### src/rtl/banco_registradores_if.sv
// Register-file access bus: one write port, two read ports, one debug read port.
// The master drives addresses/data; the slave (register file) returns registered read data.
interface banco_registradores_if #(
    parameter int unsigned DATA_W = 32,
    parameter int unsigned ADDR_W = 5
);
    logic              flag_escrita;
    logic [ADDR_W-1:0] endereco_escrita;
    logic [DATA_W-1:0] dado_escrita;
    logic              flag_leitura;
    logic [ADDR_W-1:0] endereco_leitura1;
    logic [ADDR_W-1:0] endereco_leitura2;
    logic [DATA_W-1:0] leitura1;
    logic [DATA_W-1:0] leitura2;
    logic [ADDR_W-1:0] endereco_debug;
    logic [DATA_W-1:0] saida_debug;
    logic              escrita_valida;

    modport master (
        output flag_escrita, endereco_escrita, dado_escrita,
        output flag_leitura, endereco_leitura1, endereco_leitura2,
        output endereco_debug,
        input  leitura1, leitura2, saida_debug, escrita_valida
    );

    modport slave (
        input  flag_escrita, endereco_escrita, dado_escrita,
        input  flag_leitura, endereco_leitura1, endereco_leitura2,
        input  endereco_debug,
        output leitura1, leitura2, saida_debug, escrita_valida
    );
endinterface

### src/rtl/banco_registradores.sv
// Processor register file: r0 hardwired to zero, write-first bypass on every read port,
// all outputs registered with one cycle of latency.
module banco_registradores #(
    parameter int unsigned DATA_W = 32,
    parameter int unsigned ADDR_W = 5
) (
    input logic                   clock,
    input logic                   reset,
    banco_registradores_if.slave  bus
);
    localparam int unsigned NREG = 2 ** ADDR_W;

    logic [DATA_W-1:0] regs [NREG];

    logic              escrita_ok_c;
    logic [DATA_W-1:0] leitura1_c;
    logic [DATA_W-1:0] leitura2_c;
    logic [DATA_W-1:0] debug_c;

    assign escrita_ok_c = bus.flag_escrita && (bus.endereco_escrita != '0);

    // Read selection: address 0 forces zero, a same-cycle write to the address wins.
    always_comb begin
        leitura1_c = '0;
        leitura2_c = '0;
        debug_c    = '0;
        if (bus.endereco_leitura1 != '0) begin
            if (escrita_ok_c && (bus.endereco_escrita == bus.endereco_leitura1))
                leitura1_c = bus.dado_escrita;
            else
                leitura1_c = regs[bus.endereco_leitura1];
        end
        if (bus.endereco_leitura2 != '0) begin
            if (escrita_ok_c && (bus.endereco_escrita == bus.endereco_leitura2))
                leitura2_c = bus.dado_escrita;
            else
                leitura2_c = regs[bus.endereco_leitura2];
        end
        if (bus.endereco_debug != '0) begin
            if (escrita_ok_c && (bus.endereco_escrita == bus.endereco_debug))
                debug_c = bus.dado_escrita;
            else
                debug_c = regs[bus.endereco_debug];
        end
    end

    // Storage and registered outputs; reset takes precedence over any access.
    always_ff @(posedge clock) begin
        if (reset) begin
            for (int unsigned i = 0; i < NREG; i++) begin
                regs[ADDR_W'(i)] <= '0;
            end
            bus.leitura1       <= '0;
            bus.leitura2       <= '0;
            bus.saida_debug    <= '0;
            bus.escrita_valida <= 1'b0;
        end else begin
            if (escrita_ok_c) begin
                regs[bus.endereco_escrita] <= bus.dado_escrita;
            end
            if (bus.flag_leitura) begin
                bus.leitura1 <= leitura1_c;
                bus.leitura2 <= leitura2_c;
            end
            bus.saida_debug    <= debug_c;
            bus.escrita_valida <= escrita_ok_c;
        end
    end
endmodule

### src/flat_wrapper.sv
// flat-port wrapper written by rule: the top's interface ports become plain ports
module banco_registradores_flat 
#(
    parameter int unsigned DATA_W = 32,
    parameter int unsigned ADDR_W = 5
)
  (clock, reset, bus_flag_escrita, bus_endereco_escrita, bus_dado_escrita, bus_flag_leitura, bus_endereco_leitura1, bus_endereco_leitura2, bus_endereco_debug, bus_leitura1, bus_leitura2, bus_saida_debug, bus_escrita_valida);
  banco_registradores_if #(.DATA_W(DATA_W), .ADDR_W(ADDR_W)) bus_i ();
  input logic clock;
  input logic reset;
  input wire logic [$bits(bus_i.flag_escrita)-1:0] bus_flag_escrita;
  input wire logic [$bits(bus_i.endereco_escrita)-1:0] bus_endereco_escrita;
  input wire logic [$bits(bus_i.dado_escrita)-1:0] bus_dado_escrita;
  input wire logic [$bits(bus_i.flag_leitura)-1:0] bus_flag_leitura;
  input wire logic [$bits(bus_i.endereco_leitura1)-1:0] bus_endereco_leitura1;
  input wire logic [$bits(bus_i.endereco_leitura2)-1:0] bus_endereco_leitura2;
  input wire logic [$bits(bus_i.endereco_debug)-1:0] bus_endereco_debug;
  output wire logic [$bits(bus_i.leitura1)-1:0] bus_leitura1;
  output wire logic [$bits(bus_i.leitura2)-1:0] bus_leitura2;
  output wire logic [$bits(bus_i.saida_debug)-1:0] bus_saida_debug;
  output wire logic [$bits(bus_i.escrita_valida)-1:0] bus_escrita_valida;
  assign bus_i.flag_escrita = bus_flag_escrita;
  assign bus_i.endereco_escrita = bus_endereco_escrita;
  assign bus_i.dado_escrita = bus_dado_escrita;
  assign bus_i.flag_leitura = bus_flag_leitura;
  assign bus_i.endereco_leitura1 = bus_endereco_leitura1;
  assign bus_i.endereco_leitura2 = bus_endereco_leitura2;
  assign bus_i.endereco_debug = bus_endereco_debug;
  assign bus_leitura1 = bus_i.leitura1;
  assign bus_leitura2 = bus_i.leitura2;
  assign bus_saida_debug = bus_i.saida_debug;
  assign bus_escrita_valida = bus_i.escrita_valida;
  banco_registradores #(.DATA_W(DATA_W), .ADDR_W(ADDR_W)) u_core (.clock(clock), .reset(reset), .bus(bus_i));
endmodule
### config.mk
export PLATFORM = sky130hd
export DESIGN_NAME = banco_registradores_flat
export DESIGN_NICKNAME = d
export VERILOG_FILES = /design/src/rtl/banco_registradores_if.sv /design/src/rtl/banco_registradores.sv /design/src/flat_wrapper.sv
export SDC_FILE = /design/constraint.sdc
export NUM_CORES = 2
export LEC_CHECK = 0
export BUFFER_PORTS_ARGS = -buffer_cell sky130_fd_sc_hd__buf_2
export CAP_MARGIN = 20
export CORE_ASPECT_RATIO = 1.25
export CORE_MARGIN = 1
export CORE_UTILIZATION = 55
export DETAILED_ROUTE_END_ITERATION = 16
export GPL_ROUTABILITY_DRIVEN = 0
export GPL_TIMING_DRIVEN = 1
export PLACE_DENSITY = 0.71
export REMOVE_ABC_BUFFERS = 1
export SLEW_MARGIN = 15
export SYNTH_ARGS = -nofsm -noshare
export SYNTH_HDL_FRONTEND = slang
export SYNTH_SLANG_ARGS = --single-unit
### constraint.sdc
create_clock -name clock -period 7.3 [get_ports clock]
set_input_delay 0.73 -clock clock [delete_from_list [all_inputs] [get_ports clock]]
set_output_delay 0.73 -clock clock [all_outputs]
set_load 0.01 [all_outputs]
==> summary.txt <==
Drt
  • Vias/cell: 7.62
  • Total Wirelength: 246,000 microns
  • Wire length per cell: 40.5 microns
  • Vias: 46,300
  • # DRC: 0
  • DRT Pass-1 Iters: 8
  • Initial detailed-routing violation count: 7,859
  • Final ANT Viol Nets: 0

Setup path
  • CP Class: in2reg
  • Nature of the critical path endpoint: flip-flop
  • Worst Setup Start Kind: input port
  • Worst r2r path cells: 4
  • Critical path required time: 7960 ps
  • Worst R2R Setup Slack: 5250 ps
  • Worst r2r src: u_core.regs[20][21]$_SDFFCE_PN0P_
  • Max Fanout on Critical Path: 21
  • Worst R2R End: u_core.bus.saida_debug[21]$_SDFF_PP0_
  • Critical path arrival: 4550 ps

Timing
  • Setup TNS: 0 ps
  • Max Clock Freq: 257 MHz
  • Count of final max-slew check failures: 0
  • Setup violators final: 0
  • Worst Skew: 37.1 ps
  • Fin Hold WS: 484 ps
  • Crit share post-route: 0.533
  • Min Tclk post-route: 3890 ps
  • RSZ-0062 raised after global routing: no
  • Least-Margin Pin Slew: 1230 ps
  • Hold Violations, Final: 0
  • Relative slew slack: 0.175

Floorplan
  • Rows: 141
  • Initial core utilization: 0.555
  • Die width: 311 microns
  • DIE AREA: 120,000 sq um
  • Core area: 118,000 sq um
  • Die H: 388 microns
  • Number of I/O pins: 153

Logic synthesis
  • Synth unique cells: 56
  • Cell count after synthesis: 4,479
  • Top cells by area, synth: edfxtp_1 (47%), mux4_2 (25%), and2_1 (9.5%)
  • Synth area leader: edfxtp_1
  • Share of the synthesized area in the top cell type: 0.470
  • Mapped Area: 65,500 sq um
  • Fraction of registers with async set/reset: 0
  • Ys flop type: edfxtp_1
  • Sequential share of the synthesized area: 0.499
  • Number of synthesis warnings: 0
  • Syn avg cell area: 14.6 sq um
  • Number of flops mapped to enable cells by yosys: 1,024
  • Number of synthesized register bits: 1,121

Global routing
  • First-pass GRT wire length: 342,000 microns
  • Initial antenna violation count: 30
  • Vias in the first global route: 45,300
  • Total congestion overflow: 0
  • GRT Total Usage: 0.407
  • Largest net degree at the start of global routing: 104

Hold path
  • Min-Delay Endpoint: u_core.bus.leitura2[12]$_SDFFE_PP0P_
  • Hold path start: u_core.bus.leitura2[12]$_SDFFE_PP0P_
  • Hold path cells: 2
  • Min-Delay Path Class: reg2reg

Placement
  • IO buf count: 152
  • Placed cells: 5,850
  • HPWL after DPL: 150,000 microns

Flow run
  • Total of max-cap violations: 0

Clocking
  • Hold_buf cts: 0
  • Post-CTS sizing: 0
  • Clock slew at reported path FFs: 70 ps
  • CTS Buf Count: 112
  • Clk Latency, worst-skew pair: 770 ps
  • Setup repair bufs after CTS: 0
  • CTS tree: built
  • Clock sinks: 1,121
  • CTS H-tree depth: 3
  • Max clock buf depth: 3
  • Root buf cell: clkbuf_16

Power
  • Worst vdd ir: 0.224 mV
  • PwrDens: 227 nW/um^2
  • Leak pwr: 0.0246 uW

Run status
  • Outcome: complete, no violations

Finish
  • Layout area overhead: 9.72%
  • Non-filler cells, final: 6,079
  • Share of layout cells above drive strength 1: 0.289
  • Layout net count: 4,447
-- metrics by stage --
| step | cell area [sq um] | util | total power [uW] | setup slack (ps) |
|---|---|---|---|---|
| floorplan | 63300 | - | 8940 | 3060 |
| global placement | 67800 | 0.575 | 10100 | 2880 |
| detailed placement | 67900 | 0.575 | 10100 | 2850 |
| CTS | 71800 | 0.608 | 16200 | 3610 |
| global route | 71800 | 0.608 | 16600 | 3470 |
| finish | 71800 | 0.609 | 16300 | 3410 |
-- synth_stat cells, drive strengths merged (2+ instances only) --
cell type,number
a32o,32
inv,2
edfxtp,1024
mux4,713
mux2,32
a22o,14
a221oi,10
nand3b,40
or4,10
nor3,16
nor2,83
and2,995
mux2i,234
buf,188
a21oi,39
a2bb2oi,14
o22ai,123
or3b,5
nor4,2
nand3,89
a211oi,8
xor2,7
a31oi,15
xnor2,8
dfxtp,97
a22oi,135
a221o,11
o31ai,3
o221ai,6
nor2b,7
o221a,10
nand2b,4
clkbuf,320
nand2,52
o2111ai,10
o21ai,109
or3,3
-- critical path, cell delays in order --
cell	delay (ps)
buf_2	670
buf_4	520
xor2_1	150
or4_1	590
nor4_4	920
buf_4	660
a22oi_1	140
o21ai_1	110
-- how the worst max path moves through the flow --
stage	end	depth (start not counted)	from
after floorplan	u_core.regs[16][0]$_SDFFCE_PN0P_	3	bus_flag_escrita
after global placement	u_core.bus.leitura2[21]$_SDFFE_PP0P_	8	bus_endereco_leitura2[2]
after detailed placement	u_core.bus.leitura2[21]$_SDFFE_PP0P_	8	bus_endereco_leitura2[2]
after CTS	u_core.bus.leitura2[19]$_SDFFE_PP0P_	8	bus_endereco_leitura2[2]
after global routing	u_core.bus.leitura2[2]$_SDFFE_PP0P_	8	bus_endereco_leitura2[2]
final	u_core.bus.leitura2[19]$_SDFFE_PP0P_	8	bus_endereco_leitura2[2]
-- layout make-up --
class	instances	area, sq um
antenna	16	40.0
clock buffer	144	3020
clock inverter	69	865
fill	8712	46200
inverter	2	7.51
multi-input combinational	2879	31300
sequential	1121	32700
tap	1573	1970
timing repair buffer	275	1930
-- cells by family after synthesis --
kind of cell	Yosys count	share of synthesized area
muxes	979	0.287
and+or+nand+nor	1309	0.120
other	1	0.0000573
AOI/OAI and AO/OA	544	0.0577
xor gates and xnor gates	15	0.00201
buffers and inverters	510	0.0345
DFF	1121	0.499
-- power by group --
group          leakage [uW]  switching, uW  internal (uW)
registers            0.0106            330           7390
clock network       0.00188           2670           3570
logic                0.0122           1330           1010
total                0.0246           4330          12000
-- registers in the layout, indices dropped and copies added (netlist names) --
signal,flops
u_core.bus.saida_debug,32
u_core.bus.leitura2,32
u_core.regs,1024
u_core.bus.leitura1,32
u_core.bus.escrita_valida,1
-- per-layer routing --
layer,wire [microns],share of wire,GRT usage
met5,207,0.00084,0
met4,19300,0.079,0.279
met3,35600,0.14,0.140
met2,111000,0.45,0.609
met1,79700,0.32,0.498
-- layout by cell type, fill, tap and decap left out, drive strengths merged, types with 40 or more instances in the layout --
cell    Yosys  layout
a22oi     135     135
and2      995     995
buf       188     275
clkbuf    320     144
dfxtp      97      97
edfxtp   1024    1024
mux2i     234     234
mux4      713     713
nand2      52      52
nand3      89      89
nand3b     40      40
nor2       83      83
o21ai     109     109
o22ai     123     123
No activity file was read; power rests on OpenSTA's default activity.
